$ cat config.mk
export PLATFORM = sky130hd
export DESIGN_NAME = layer_reset_hold_ctrl
export DESIGN_NICKNAME = d
export VERILOG_FILES = /design/src/rtl/layer_reset_hold_ctrl_pkg.sv /design/src/rtl/layer_reset_hold_ctrl_group_seq.sv /design/src/rtl/layer_reset_hold_ctrl.sv
export SDC_FILE = /design/constraint.sdc
export NUM_CORES = 1
export LEC_CHECK = 0
export BUFFER_PORTS_ARGS = -buffer_cell sky130_fd_sc_hd__buf_2
export CORE_MARGIN = 3
export CORE_UTILIZATION = 45
export DETAILED_ROUTE_END_ITERATION = 7
export PLACE_DENSITY_LB_ADDON = 0.12
export SYNTH_ARGS = -nofsm -noshare
export SYNTH_HDL_FRONTEND = slang
export SYNTH_SLANG_ARGS = --single-unit
export TNS_END_PERCENT = 10
$ cat constraint.sdc
create_clock -name sysclk -period 2.1 [get_ports sysclk]
set_clock_uncertainty 0.05 [all_clocks]
set_input_delay 0.21 -clock sysclk [delete_from_list [all_inputs] [get_ports sysclk]]
set_output_delay 0.21 -clock sysclk [all_outputs]
set_load 0.005 [all_outputs]
$ cat src/rtl/layer_reset_hold_ctrl_pkg.sv
// rtl/layer_reset_hold_ctrl_pkg.sv - shared types and sizing helpers for the layer reset/hold controller
package layer_ctrl_pkg;

  // Per-group sequencer states; IDLE is the all-zero reset encoding.
  typedef enum logic [1:0] {
    IDLE    = 2'd0,
    PULSE   = 2'd1,
    RECOVER = 2'd2
  } grp_state_t;

  // Number of board reset lines needed to cover n layers in groups of g.
  function automatic int num_groups(input int n, input int g);
    return (n + g - 1) / g;
  endfunction

  // Board reset line that owns a given layer.
  function automatic int group_of(input int layer, input int g);
    return layer / g;
  endfunction

  // Counter width able to hold the longer of the pulse and recovery loads.
  function automatic int cnt_width(input int pulse_cycles, input int recovery_cycles);
    int m;
    int w;
    m = (pulse_cycles > recovery_cycles) ? pulse_cycles : recovery_cycles;
    w = $clog2(m + 1);
    return (w < 1) ? 1 : w;
  endfunction

endpackage

$ cat src/rtl/layer_reset_hold_ctrl_group_seq.sv
// rtl/layer_reset_hold_ctrl_group_seq.sv - timed pulse/recovery sequencer for one shared reset line
module layer_group_reset_seq
  import layer_ctrl_pkg::*;
#(
  parameter int RESET_PULSE_CYCLES    = 100,
  parameter int RESET_RECOVERY_CYCLES = 50
) (
  input  logic sysclk,
  input  logic warm_rst,
  input  logic i_req,
  output logic o_group_reset,
  output logic o_busy,
  output logic o_done,
  output logic o_pulse_start
);

  localparam int CW = cnt_width(RESET_PULSE_CYCLES, RESET_RECOVERY_CYCLES);
  localparam logic [CW-1:0] LOAD_PULSE = CW'(RESET_PULSE_CYCLES - 1);
  localparam logic [CW-1:0] LOAD_RECOVER =
    CW'((RESET_RECOVERY_CYCLES > 0) ? (RESET_RECOVERY_CYCLES - 1) : 0);
  localparam bit HAS_RECOVER = (RESET_RECOVERY_CYCLES > 0);

  grp_state_t    r_state;
  logic [CW-1:0] r_cnt;
  logic          r_done;
  logic          w_cnt_term;

  // The counter holds "cycles left after this one", so zero marks the last cycle of a phase.
  assign w_cnt_term = (r_cnt == '0);

  // Phase sequencing: a request always (re)starts a full-length pulse; the counter never wraps.
  always_ff @(posedge sysclk) begin
    if (warm_rst) begin
      r_state <= IDLE;
      r_cnt   <= '0;
      r_done  <= 1'b0;
    end else begin
      r_done <= 1'b0;
      case (r_state)
        IDLE: begin
          if (i_req) begin
            r_state <= PULSE;
            r_cnt   <= LOAD_PULSE;
          end
        end
        PULSE: begin
          if (i_req) begin
            r_cnt <= LOAD_PULSE;
          end else if (!w_cnt_term) begin
            r_cnt <= r_cnt - CW'(1);
          end else if (HAS_RECOVER) begin
            r_state <= RECOVER;
            r_cnt   <= LOAD_RECOVER;
          end else begin
            r_state <= IDLE;
            r_done  <= 1'b1;
          end
        end
        RECOVER: begin
          if (i_req) begin
            r_state <= PULSE;
            r_cnt   <= LOAD_PULSE;
          end else if (!w_cnt_term) begin
            r_cnt <= r_cnt - CW'(1);
          end else begin
            r_state <= IDLE;
            r_done  <= 1'b1;
          end
        end
        default: begin
          r_state <= IDLE;
          r_cnt   <= '0;
        end
      endcase
    end
  end

  assign o_group_reset = (r_state == PULSE);
  assign o_busy        = (r_state != IDLE);
  assign o_done        = r_done;
  // High on the cycle whose clock edge moves the group into PULSE (not on in-pulse reloads).
  assign o_pulse_start = i_req && (r_state != PULSE);

endmodule

$ cat src/rtl/layer_reset_hold_ctrl.sv
// rtl/layer_reset_hold_ctrl.sv - per-layer reset grouping, interrupt sync/masking and hold generation
module layer_reset_hold_ctrl
  import layer_ctrl_pkg::*;
#(
  parameter int NUM_LAYERS            = 20,
  parameter int LAYERS_PER_GROUP      = 4,
  parameter int RESET_PULSE_CYCLES    = 100,
  parameter int RESET_RECOVERY_CYCLES = 50,
  parameter int INT_SYNC_STAGES       = 2,
  localparam int NUM_GROUPS = num_groups(NUM_LAYERS, LAYERS_PER_GROUP)
) (
  input  logic                  sysclk,
  input  logic                  warm_rst,
  input  logic [NUM_LAYERS-1:0] layer_reset_req,
  input  logic [NUM_LAYERS-1:0] layer_hold_force,
  input  logic [NUM_LAYERS-1:0] layer_hold_auto_en,
  input  logic [NUM_LAYERS-1:0] layer_hold_release,
  input  logic [NUM_LAYERS-1:0] layer_interruptn,
  output logic [NUM_GROUPS-1:0] group_reset,
  output logic [NUM_LAYERS-1:0] layer_hold,
  output logic [NUM_LAYERS-1:0] layer_int,
  output logic [NUM_GROUPS-1:0] group_busy,
  output logic [NUM_GROUPS-1:0] group_done
);

  logic [NUM_GROUPS-1:0] w_grp_req;
  logic [NUM_GROUPS-1:0] w_grp_pulse;
  logic [NUM_GROUPS-1:0] w_grp_busy;
  logic [NUM_GROUPS-1:0] w_grp_done;
  logic [NUM_GROUPS-1:0] w_grp_start;

  logic [NUM_LAYERS-1:0] w_lay_busy;
  logic [NUM_LAYERS-1:0] w_lay_pulse;
  logic [NUM_LAYERS-1:0] w_lay_start;
  logic [NUM_LAYERS-1:0] w_int_s;
  logic [NUM_LAYERS-1:0] w_latch_nxt;

  logic [INT_SYNC_STAGES-1:0] r_sync [NUM_LAYERS];
  logic [NUM_LAYERS-1:0]      r_latch;
  logic [NUM_LAYERS-1:0]      r_int;
  logic [NUM_LAYERS-1:0]      r_hold;

  // One sequencer per board reset line; the last group's slice is clipped to the layers that exist.
  for (genvar g = 0; g < NUM_GROUPS; g++) begin : g_grp
    localparam int LO = g * LAYERS_PER_GROUP;
    localparam int HI = ((LO + LAYERS_PER_GROUP) < NUM_LAYERS) ?
                        (LO + LAYERS_PER_GROUP - 1) : (NUM_LAYERS - 1);

    assign w_grp_req[g] = |layer_reset_req[HI:LO];

    layer_group_reset_seq #(
      .RESET_PULSE_CYCLES    (RESET_PULSE_CYCLES),
      .RESET_RECOVERY_CYCLES (RESET_RECOVERY_CYCLES)
    ) u_seq (
      .sysclk        (sysclk),
      .warm_rst      (warm_rst),
      .i_req         (w_grp_req[g]),
      .o_group_reset (w_grp_pulse[g]),
      .o_busy        (w_grp_busy[g]),
      .o_done        (w_grp_done[g]),
      .o_pulse_start (w_grp_start[g])
    );
  end

  // Fan each group's status back out to its member layers.
  for (genvar k = 0; k < NUM_LAYERS; k++) begin : g_lay
    localparam int G = group_of(k, LAYERS_PER_GROUP);
    assign w_lay_busy[k]  = w_grp_busy[G];
    assign w_lay_pulse[k] = w_grp_pulse[G];
    assign w_lay_start[k] = w_grp_start[G];
    assign w_int_s[k]     = ~r_sync[k][INT_SYNC_STAGES-1];
  end

  // Metastability chains for the asynchronous active-low interrupt pins; reset to "not interrupting".
  always_ff @(posedge sysclk) begin
    for (int k = 0; k < NUM_LAYERS; k++) begin
      if (warm_rst) begin
        r_sync[k] <= '1;
      end else begin
        r_sync[k] <= {r_sync[k][INT_SYNC_STAGES-2:0], layer_interruptn[k]};
      end
    end
  end

  // Auto-hold latch: release or a group entering PULSE clears it and beats a simultaneous set.
  always_comb begin
    w_latch_nxt = ~(layer_hold_release | w_lay_start) &
                  (r_latch | (layer_hold_auto_en & r_int));
  end

  // Masked interrupt, latch state and hold pins, all registered toward the board.
  always_ff @(posedge sysclk) begin
    if (warm_rst) begin
      r_latch <= '0;
      r_int   <= '0;
      r_hold  <= '0;
    end else begin
      r_latch <= w_latch_nxt;
      r_int   <= w_int_s & ~w_lay_busy;
      r_hold  <= w_latch_nxt | layer_hold_force | w_lay_pulse;
    end
  end

  assign group_reset = w_grp_pulse;
  assign group_busy  = w_grp_busy;
  assign group_done  = w_grp_done;
  assign layer_int   = r_int;
  assign layer_hold  = r_hold;

endmodule

# Yosys cells after proc, flatten, opt, wreduce, memory -nomap -nowiden
# Memories as Yosys holds them, arrays and structs flattened.
# Index checks and enable logic that the tools add are counted.
totals:
  reg_bits: 110
  mem_bits_rw: 40
  inputBits: 102
  wordCells: 246
  n_memories: 1
memory_table:
  columns: ["name", "depth", "word_bits", "read_ports", "rd_clocked_by_memory_dff", "wr", "line", "text"]
  rows:
  - ["r_sync", 20, 2, 20, 0, 20, "layer_reset_hold_ctrl.sv:38", "logic [INT_SYNC_STAGES-1:0] r_sync [NUM_LAYERS];"]
classes:
  addsub: 5
  eq_ne: 40
  n_mux: 88
  bitwise_logic: 54
  reduce_logical: 40
ops:
  columns: ["cell", "n"]
  rows:
  - ["$mux 7", 25]
  - ["$pmux 7 s3", 5]
  - ["$mux 2", 45]
  - ["$or 20x20->20", 4]
  - ["$and 20x20->20", 3]
  - ["$not 20->20", 2]
  - ["$logic_not 7->1", 5]
  - ["$sub 7x1->7 const B", 5]
  - ["$pmux 2 s3", 5]
  - ["$reduce_or 6->1", 5]
  - ["$not 1->1", 25]
  - ["$ne 2x1->1 const B", 10]
  - ["$ne 2x2->1 const B", 10]
  - ["$or 1x1->1", 20]
  - ["$reduce_and 4->1", 5]
  - ["$reduce_or 4->1", 5]
  - ["$ne 3x1->1 const B", 5]
  - ["$ne 3x2->1 const B", 5]
  - ["$eq 2x1->1 const B", 5]
  - ["$eq 2x2->1 const B", 5]
  - ["$logic_not 2->1", 5]
  - ["$reduce_and 2->1", 5]
  - ["$reduce_bool 2->1", 5]
  - ["$mux 1", 8]
  - ["$logic_and 1x1->1", 5]

# Logic depth before layout (Yosys ltp)
# Gate-level depths: netlist of run 1.
logic_depth:
  depth_word: 7
  depth_mapped: 8
  ltp_nobuf: 7

# By module
# A second synthesis of run 1 with hierarchy kept.
hier_totals:
  cells_unflattened: 650
  hier_area_um2: 6287.3
by_module_without_submodules:
  columns: ["module", "n_inst", "cells_each", "area_per_inst_um2", "seq_area_each_um2"]
  rows:
  - ["layer_reset_hold_ctrl", 1, 264, 3012.9, 2001.9]
  - ["layer_group_reset_seq (g_grp[1].u_seq ...)", 4, 77, 648.1, 200.2]
  - ["layer_group_reset_seq (g_grp[0].u_seq)", 1, 78, 681.9, 200.2]

# Least setup slack after synthesis of run 1
# OpenSTA, ideal clock, no wires.
synth_path:
  kind: "register to register"
  startpoint: "register g_grp[1].u_seq.r_cnt[0]"
  endpoint: "register g_grp[1].u_seq.r_cnt[1]"
  setup_ps: 70
  arrival_ps: 1618
  required_ps: 1980
  slack_ps: 362
  stages_incl_launch_ff: 8
  period_less_slack_ps: 1738
  path_cell_list: "dfxtp_1 inv_1 ha_1 or3b_1 nand3b_4 and2_4 or3_1 a21oi_1"
synth_via:
  elab_chain_cells: 4
synth_lines:
  columns: ["element", "line", "text"]
  rows:
  - ["from (decl)", "layer_reset_hold_ctrl_group_seq.sv:24", "logic [CW-1:0] r_cnt;"]
  - ["from (signal assigned)", "layer_reset_hold_ctrl_group_seq.sv:50", "r_cnt <= r_cnt - CW'(1);"]
  - ["from (signal assigned)", "layer_reset_hold_ctrl_group_seq.sv:64", "r_cnt <= r_cnt - CW'(1);"]
  - ["$sub 7x1->7 or $logic_not 7->1 (tied branches)", "layer_reset_hold_ctrl_group_seq.sv:50, layer_reset_hold_ctrl_group_seq.sv:64, layer_reset_hold_ctrl_group_seq.sv:29", null]
  - ["$mux 7, on equally long branches", "layer_reset_hold_ctrl_group_seq.sv:63, layer_reset_hold_ctrl_group_seq.sv:49", null]
  - ["$mux 7, on equally long branches", "layer_reset_hold_ctrl_group_seq.sv:60, layer_reset_hold_ctrl_group_seq.sv:47", null]
  - ["$pmux 7 s3", "layer_reset_hold_ctrl_group_seq.sv:39", "case (r_state)"]
# Parallel ways exist; a longest one is shown, timed or not. The select of a mux whose other input is x is not followed.
# A chain may end at the register's enable or synchronous reset.

# Worst setup path in the final report of run 1
# Ends and elaborated chain as after synthesis.

==> results.yml, run 1 <==
power_and_ir_drop:
  vdd_drop_max_uv: 563
  power.leakage_nw: 3.38
  powerDensity_nw_per_um2: 804
worst_setup_path:
  worstReg2RegEnd: "g_grp[1].u_seq.r_cnt[1]"
  start_kind: "register"
  reg2regPathDepth: 7
  worstSetupPathType: "reg2reg"
  path_max_fanout: 11
  required_ns: 2.40
  critical-path-slowest-cell: "or3b_1"
  worstReg2RegStart: "g_grp[1].u_seq.r_cnt[0]"
  crit_path_end_kind: "register"
  path_cells: "inv_1, ha_1, or3b_1, nand3b_4, and2_4, or3_1, a21oi_1"
  worstPathArrival_ns: 2.26
  r2r_slack_ns: 0.14
  critPathMaxStageDelay_ns: 0.37
clock_network:
  clock_sinks: 150
  root_buffer: "clkbuf_16"
  post-cts-setup-buffers: 0
  cts_max_level: 4
  cts_buffers: 17
  clock_latency_ns: 0.42
  cts_buffer_depth: 2
  tritoncts: "done"
  clk_pin_slew_ns: 0.06
die:
  core-area_um2: 12900
  start_util_pct: 47.0
  num_rows: 41
  dieArea_um2: 14900
  die_h_um: 122
  io_pins: 157
  die_w_um: 122
yosys:
  synth.distinct_cells: 63
  avgSynthCellArea_um2: 8.98
  ys_ff_latch: 150
  async_reset_ff_share_pct: 0
  ys_seq_area_share_pct: 49.5
  synth_edf_count: 0
  syn_inst: 676
  syn-num-nets: 788
  synthFlopType: "dfxtp_1"
  ys_warn_count: 0
  synthesis.area_um2: 6070
placement:
  dpl_cell_area_um2: 6870
  dp_hpwl_mm: 10.4
  pre_cts_ws_ns: 0.161
  gp_congestion: 0.842
  port-buffer-count: 156
drt:
  drc: 0
  wl_met2_mm: 7.77
  drt_iter0_drc: 324
  vias_per_cell: 5.22
  drt-total-wl_mm: 15.1
  drt_pre_antenna_iters: 5
  final_antenna_net_count: 0
  avgRoutedWirePerCell_um: 14.2
  highest_layer: "met4"
  wl_met1_mm: 6.26
  vias: 5537
  wl_met3_um: 851
run_status:
  status: "completed"
sta:
  hold_violations: 0
  slew_headroom_pct: 57.8
  maxSlewViolCount: 0
  hold_slack_ns: 0.0375
  rsz0062_at_grt: "false"
  tns_ns: 0
  worstMarginPinSlew_ns: 0.625
  layout_setup_ws_ns: 0.143
  setup_viol: 0
  layout_min_cycle_time_ns: 1.96
  fmax_mhz: 511
  finalCritPeriodShare_pct: 93.2
finish:
  final_util_pct: 62.0
  final_cell_area_um2: 8020
  antenna_cells: 0
  regArea_um2: 3000
  layout-drive-gt1-share_pct: 28.9
  num-nets-final: 988
  multi_input_comb_area_um2: 2710
  syn2layout_area_growth_pct: 32.1
  num-fill-cells: 1103
global_route:
  grt_pass1_wl_mm: 24.2
  grt_max_degree: 52
  antenna_found_initial: 0
  grt_use_total_pct: 20.3
  grt_overflow_total: 0
  grt_pass1_vias: 5408
min_path:
  holdPathEnd: "r_latch[14]"
  hold_path_class: "in2reg"
  hold_start: "layer_hold_auto_en[14]"
  whs_path_depth: 3
run:
  maxCapViolCount: 0
[registers in the layout (all words and copies together), names as in the netlist]
register and cells:
g_grp.u_seq.o_done 5, g_grp.u_seq.r_cnt 35, g_grp.u_seq.r_state 10, layer_hold 20
layer_int 20, r_latch 20, r_sync 40
[worst max-delay path by stage]
stage | from | endpoint | slack [ns] | depth (start not counted)
floorplan | g_grp[1].u_seq.r_cnt[0] | g_grp[1].u_seq.r_cnt[1] | 0.36 | 7
global placement | g_grp[1].u_seq.r_cnt[0] | g_grp[1].u_seq.r_cnt[1] | 0.20 | 7
detailed placement | g_grp[1].u_seq.r_cnt[0] | g_grp[1].u_seq.r_cnt[1] | 0.16 | 7
CTS | g_grp[2].u_seq.r_state[0] | group_reset[2] | 0.09 | 2
global route | g_grp[1].u_seq.r_cnt[0] | g_grp[1].u_seq.r_cnt[1] | 0.02 | 7
finish | g_grp[1].u_seq.r_cnt[0] | g_grp[1].u_seq.r_cnt[1] | 0.14 | 7
[stage by stage]
stage / std cells / power [mW]
4_1_cts: 1060 / 6.52
3_5_place_dp: 970 / 3.59
2_1_floorplan: 676 / 3.38
5_1_grt: 1060 / 6.71
3_3_place_gp: 970 / 3.58
6_report: 1060 / 6.45
[worst max-delay path: cells and delay by family (launching register included)]
kind	cells	cell delay (ns)
buffers and inverters	1	0.08
DFF	1	0.35
and+or+nand+nor	4	1.13
AOI/OAI and AO/OA	1	0.14
adders and majority gates	1	0.14
[power breakdown]
group	switching (mW)	internal [mW]
sequential	0.0682	2.95
clock	1.19	1.64
combinational	0.286	0.319
[per-layer routing]
layer	GRT usage, %	vias up
met1	23.2	2576
met2	35.9	175
met4	7.49	0
met5	0	-
li1	-	2766
met3	5.76	20
[kinds of logic after synthesis]
group,count (synthesis),share of synthesized area [%]
flops,150,49.5
xor+xnor,11,1.59
buf+inv,67,5.92
simple gates,298,25.9
compound gates,135,14.3
mux,3,0.495
fa+ha+maj,12,2.39
[cell usage after synthesis, types with 6 or more instances]
cell,number,area (µm²)
a211oi_1,9,67.6
a21oi_1,55,275
a31oi_1,11,68.8
buf_4,16,120
buf_6,6,67.6
clkbuf_1,20,75.1
dfxtp_1,150,3000
ha_1,10,125
inv_1,22,82.6
nand2_1,41,154
nand3_1,10,50.1
nor2_1,74,278
nor2b_1,8,50.1
nor3_1,66,330
nor4_1,9,56.3
o21ai_0,20,100
or2_2,42,263
or3_1,7,43.8
xnor2_1,8,70.1
[cells in the final DEF (no fill, tap or decap), types with 4 or more instances in the layout]
cell             n
nand2_1         41
nand2b_1         5
buf_2          156
or2_2           42
inv_6            6
a21oi_1         55
nor4_1           9
nor3_1          66
nor2b_1          7
ha_1            10
a211oi_1         9
a31oi_1         11
clkbuf_16       17
and3_1           4
o21a_1           5
o2111a_1         5
dfxtp_1        149
nand4_1          4
nand3_1         10
buf_4           11
o31a_1           4
nor3b_1          4
or3_1            7
o221ai_1         4
nor2_1          73
inv_1           22
o21ai_0         20
xnor2_1          8
dlygate4sd3_1   59
[repair_timing]
item,4_1_cts,5_1_grt
hold endpoints to repair,59,0
hold buffers,59,0
gates resized for setup,0,3
endpoints found under the setup margin,0,3
[final cells by class]
type | instances | share of cell area [%]
Clock inverter | 13 | 1.51
Tap cell | 172 | 2.68
Sequential cell | 150 | 37.5
Inverter | 22 | 1.03
Clock buffer | 18 | 5.35
Multi-Input combinational cell | 459 | 33.8
Timing Repair Buffer | 226 | 18.1
Power figures use the tool's default switching activity.
==> inputs of run 2 (changes only) <==
--- a/config.mk
+++ b/config.mk
@@ -9,7 +9,8 @@
 export CORE_MARGIN = 3
 export CORE_UTILIZATION = 45
 export DETAILED_ROUTE_END_ITERATION = 7
-export PLACE_DENSITY_LB_ADDON = 0.12
+export PLACE_DENSITY = 0.77
+export SLEW_MARGIN = 25
 export SYNTH_ARGS = -nofsm -noshare
 export SYNTH_HDL_FRONTEND = slang
 export SYNTH_SLANG_ARGS = --single-unit
==> constraint.sdc (replaced) <==
create_clock -name sysclk -period 2.2 [get_ports sysclk]
set_clock_uncertainty 0.05 [all_clocks]
set_input_delay 0.22 -clock sysclk [delete_from_list [all_inputs] [get_ports sysclk]]
set_output_delay 0.22 -clock sysclk [all_outputs]
set_load 0.005 [all_outputs]
==> run 2 against run 1 <==
Compared with the run above: sequential cell count stayed put; cell area increased by 1.0%; register-to-register slack better by 0.09 ns; wire length rose by 5.1%; critical endpoint is now group_reset[3].
==> results.yml, run 2 (same netlist as run 1, synthesis figures left out) <==
placement:
  dp_hpwl_mm: 10.5
  dpl_cell_area_um2: 6900
  gp_congestion: 0.881
  port-buffer-count: 156
finish:
  multi_input_comb_area_um2: 2720
  num-fill-cells: 1058
  syn2layout_area_growth_pct: 33.5
  layout-drive-gt1-share_pct: 29.2
  largest_register_ffs: 40
  final_cell_area_um2: 8100
  top_regs: "r_sync x40, g_grp.u_seq.r_cnt x35"
  antenna_cells: 0
  final_common_cell: "buf_2"
  regArea_um2: 3000
  final_cell_mix: "buf_2 (156), dfxtp_1 (150), nor2_1 (74)"
  num-nets-final: 988
  largest_register: "r_sync"
global_route:
  grt_pass1_wl_mm: 25.5
  grt_max_degree: 26
  grt_pass1_vias: 5283
  antenna_found_initial: 0
  grt_overflow_total: 0
  grt_use_total_pct: 21.4
die:
  dieArea_um2: 14900
  io_pins: 157
  num_rows: 41
  core-area_um2: 12900
  die_h_um: 122
  die_w_um: 122
  start_util_pct: 47.0
sta:
  slew_headroom_pct: 54.3
  finalCritPeriodShare_pct: 91.4
  rsz0062_at_grt: "false"
  maxSlewViolCount: 0
  layout_min_cycle_time_ns: 2.01
  setup_viol: 0
  hold_violations: 0
  worstMarginPinSlew_ns: 0.676
  fmax_mhz: 497
  tns_ns: 0
power_and_ir_drop:
  power_frac_comb_pct: 8.8
  vdd_drop_max_uv: 685
  switchingPower_mw: 1.54
  p_int_mw: 5.05
  seqPwrFrac_pct: 43.7
  clockPowerShare_pct: 47.4
  p_sw_share_pct: 23.3
  power.leakage_nw: 3.42
  powerDensity_nw_per_um2: 813
clock_network:
  root_buffer: "clkbuf_16"
  tritoncts: "done"
  cts_buffers: 17
  cts_buffer_depth: 2
  clk_pin_slew_ns: 0.06
  cts_resized: 0
  clock_latency_ns: 0.42
  cts_max_level: 4
  post-cts-setup-buffers: 0
  clock_sinks: 150
worst_setup_path:
  worstPathArrival_ns: 1.74
  path_cells: "nor2b_1, buf_4, buf_2"
  r2r_slack_ns: 0.23
  start_kind: "register"
  path_max_fanout: 12
  critPathMaxStageDelay_ns: 0.53
  worstSetupPathType: "reg2out"
  crit_path_end_kind: "primary output"
  reg2regPathDepth: 7
  critical-path-slowest-cell: "dfxtp_1"
  required_ns: 1.93
min_path:
  hold_path_class: "in2reg"
  whs_path_depth: 3
drt:
  vias_per_cell: 5.27
  drc: 0
  vias: 5587
  drt_iter0_drc: 359
  avgRoutedWirePerCell_um: 14.9
  drt-total-wl_mm: 15.9
  final_antenna_net_count: 0
  drt_pre_antenna_iters: 5
run:
  maxCapViolCount: 0
run_status:
  status: "completed"
## run 2: cell count changes in the layout (fill, tap and decap cells not counted), moves of 2 or more
cell	previous run	this run
dlygate4sd3_1	59	56
buf_4	11	14
clkinv_2	3	1
bufinv_16	1	4
inv_8	0	2
## run 2: layout make-up
type | instances | area share, %
tap | 172 | 2.66
clock inverter | 15 | 2.67
inverter | 22 | 1.02
timing repair buffer | 226 | 17.8
clock buffer | 17 | 5.25
multi-input combinational | 459 | 33.5
sequential | 150 | 37.1
## run 2: worst paths after layout
check / endpoint / startpoint
min: layer_hold[12] / layer_hold_force[12]
max: group_reset[3] / g_grp[3].u_seq.r_state[0]
max reg2reg: g_grp[1].u_seq.r_cnt[1] / g_grp[1].u_seq.r_cnt[0]
min reg2reg: layer_int[3] / r_sync[0][7]
## run 2: worst max-delay path: cells and delay by family, from the launching register on
kind | cells | cell delay [ns]
AND/OR/NAND/NOR | 1 | 0.46
flip-flops | 1 | 0.53
buffers and inverters | 2 | 0.33
## run 2: per-stage QoR
step | cells | setup slack (ns) | hold slack, ns | power [mW] | utilization, %
3_3_place_gp | 973 | 0.313 | 0.321 | 3.42 | 53.4
3_5_place_dp | 973 | 0.267 | 0.321 | 3.43 | 53.4
6_report | 1061 | 0.188 | 0.00724 | 6.59 | 62.7
4_1_cts | 1061 | 0.206 | 0.0124 | 6.64 | 62.7
2_1_floorplan | 676 | 0.462 | 0.249 | 3.22 | -
5_1_grt | 1061 | 0.104 | 0.00514 | 6.84 | 62.7
## run 2: power groups by stage
stage / registers (mW) / logic (mW) / clock network [mW]
floorplan: 2.92 / 0.307 / 0
global placement: 2.94 / 0.486 / 0
detailed placement: 2.94 / 0.494 / 0
CTS: 2.88 / 0.575 / 3.18
global route: 2.89 / 0.645 / 3.30
finish: 2.88 / 0.583 / 3.13
## run 2: metal layers
layer | vias up | GRT usage [%] | routed length, µm
met5 | - | 0 | 0
met1 | 2612 | 26.8 | 6790
met4 | 0 | 8.12 | 323
li1 | 2760 | - | -
met2 | 187 | 35.5 | 7920
met3 | 28 | 5.52 | 828
## run 2: timing repair
action | in CTS | in global routing
hold buffers | 56 | 0
setup endpoints to repair | 0 | 0
endpoints found under the hold margin | 56 | 0
==> inputs of run 3 (changes only) <==
--- a/config.mk
+++ b/config.mk
@@ -6,6 +6,7 @@
 export NUM_CORES = 1
 export LEC_CHECK = 0
 export BUFFER_PORTS_ARGS = -buffer_cell sky130_fd_sc_hd__buf_2
+export CAP_MARGIN = 20
 export CORE_MARGIN = 3
 export CORE_UTILIZATION = 45
 export DETAILED_ROUTE_END_ITERATION = 7
==> constraint.sdc (replaced) <==
create_clock -name sysclk -period 2.3 [get_ports sysclk]
set_clock_uncertainty 0.05 [all_clocks]
set_input_delay 0.23 -clock sysclk [delete_from_list [all_inputs] [get_ports sysclk]]
set_output_delay 0.23 -clock sysclk [all_outputs]
set_load 0.005 [all_outputs]
==> run 3 against run 2 <==
Compared with the run above: setup slack better by 0.13 ns; critical path depth did not move; via count decreased by 0.36%; sequential power is 4% lower; wire length barely moved; die area stayed put; critical endpoint unchanged; largest cell class unchanged; largest power group is now registers; highest routed layer unchanged.
==> results.yml, run 3 (same netlist as run 1, synthesis figures left out) <==
finish:
  final_common_cell: "buf_2"
  num-fill-cells: 1094
  largest_register: "r_sync"
  top_regs: "r_sync x40, g_grp.u_seq.r_cnt x35"
  final_cell_mix: "buf_2 (156), dfxtp_1 (150), nor2_1 (74)"
  num-nets-final: 986
  layout-drive-gt1-share_pct: 29.1
  syn2layout_area_growth_pct: 32.2
  largest_register_ffs: 40
  final_util_pct: 62.1
  final_cell_area_um2: 8030
drt:
  vias: 5567
  vias_per_cell: 5.25
  final_antenna_net_count: 0
  drt_pre_antenna_iters: 5
  drt_iter0_drc: 361
  drt-total-wl_mm: 15.9
  avgRoutedWirePerCell_um: 15.0
  drc: 0
placement:
  dpl_cell_area_um2: 6900
  port-buffer-count: 156
  gp_congestion: 0.877
  dp_hpwl_mm: 10.2
clock_network:
  cts_max_level: 4
  clk_pin_slew_ns: 0.06
  tritoncts: "done"
  cts_resized: 0
  clock_latency_ns: 0.41
  root_buffer: "clkbuf_16"
  cts_buffers: 17
  clock_sinks: 150
  cts_buffer_depth: 2
worst_setup_path:
  r2r_slack_ns: 0.37
  worstPathArrival_ns: 1.71
  start_kind: "register"
  required_ns: 2.02
  reg2regPathDepth: 7
  crit_path_end_kind: "primary output"
  worstReg2RegEnd: "g_grp[1].u_seq.r_cnt[1]"
  worstSetupPathType: "reg2out"
  worstReg2RegStart: "g_grp[1].u_seq.r_cnt[1]"
  path_max_fanout: 12
die:
  core-area_um2: 12900
  die_w_um: 122
  die_h_um: 122
  start_util_pct: 47.0
  num_rows: 41
  dieArea_um2: 14900
  io_pins: 157
sta:
  fmax_mhz: 504
  hold_slack_ns: 0.0193
  maxSlewViolCount: 0
  slew_headroom_pct: 56.3
  rsz0062_at_grt: "false"
  layout_min_cycle_time_ns: 1.99
  tns_ns: 0
  finalCritPeriodShare_pct: 86.3
  worstMarginPinSlew_ns: 0.648
  setup_viol: 0
  hold_violations: 0
global_route:
  grt_use_total_pct: 21.3
  grt_pass1_vias: 5223
  grt_pass1_wl_mm: 25.1
  antenna_found_initial: 1
  grt_overflow_total: 0
  grt_max_degree: 67
min_path:
  hold_start: "layer_hold_force[18]"
  hold_path_class: "in2reg"
  holdPathEnd: "layer_hold[18]"
  whs_path_depth: 3
power_and_ir_drop:
  power.leakage_nw: 3.39
  vdd_drop_max_uv: 517
  total_power_mw: 5.96
  powerDensity_nw_per_um2: 743
run_status:
  status: "completed"
run:
  maxCapViolCount: 0
[run 3: cell types whose count changed in the layout (fill, tap and decap cells not counted)]
cell        change
clkinv_4        +1
clkinv_2        +3
diode_2         +1
bufinv_16       -3
inv_8           -1
clkinvlp_4      -1
buf_4           -3
inv_6           +1
buf_12          +1
[run 3: worst max path at each step]
stage	end	depth (start not counted)	start	slack [ns]
final	group_reset[3]	3	g_grp[3].u_seq.r_state[0]	0.31
after global routing	group_reset[3]	3	g_grp[3].u_seq.r_state[0]	0.22
after CTS	group_reset[3]	3	g_grp[3].u_seq.r_state[0]	0.30
after detailed placement	g_grp[1].u_seq.r_cnt[1]	7	g_grp[1].u_seq.r_cnt[0]	0.39
after global placement	g_grp[1].u_seq.r_cnt[1]	7	g_grp[1].u_seq.r_cnt[0]	0.42
after floorplan	g_grp[1].u_seq.r_cnt[1]	7	g_grp[1].u_seq.r_cnt[0]	0.56
[run 3: through the flow]
stage	instances	setup WS, ns
after global routing	1060	0.216
after floorplan	676	0.562
after CTS	1059	0.305
after global placement	971	0.424
final	1060	0.314
after detailed placement	971	0.393
[run 3: timing repair]
action / in CTS / in global routing
hold buffers: 56 / 0
endpoints found under the hold margin: 56 / 0
setup endpoints to repair: 0 / 0
buffers inserted: 0 / 0
[run 3: critical path, stage by stage, from the launching register on]
cell and delay (ns):
dfxtp_1 0.54, nor2b_1 0.43, buf_4 0.21, buf_2 0.11
[run 3: report_power, final]
| part | switching (mW) | internal [mW] |
|---|---|---|
| clock network | 1.13 | 1.51 |
| registers | 0.0629 | 2.69 |
| logic | 0.268 | 0.291 |
| total | 1.46 | 4.50 |
[run 3: layer usage]
metal  routed length (µm)  GRT usage [%]
met5                    0              0
met4                  385           8.54
met3                  855           4.92
met2                 7960           36.2
met1                 6670           26.1
[run 3: area by class of cell]
class                      instances  area (µm²)  share of cell area, %
sequential                       150        3000                   37.4
multi-input combinational        459        2720                   33.8
timing repair buffer             224        1440                   18.0
clock buffer                      17         425                   5.30
tap                              172         215                   2.68
clock inverter                    15         140                   1.75
inverter                          22        82.6                   1.03
antenna                            1        2.50                 0.0312
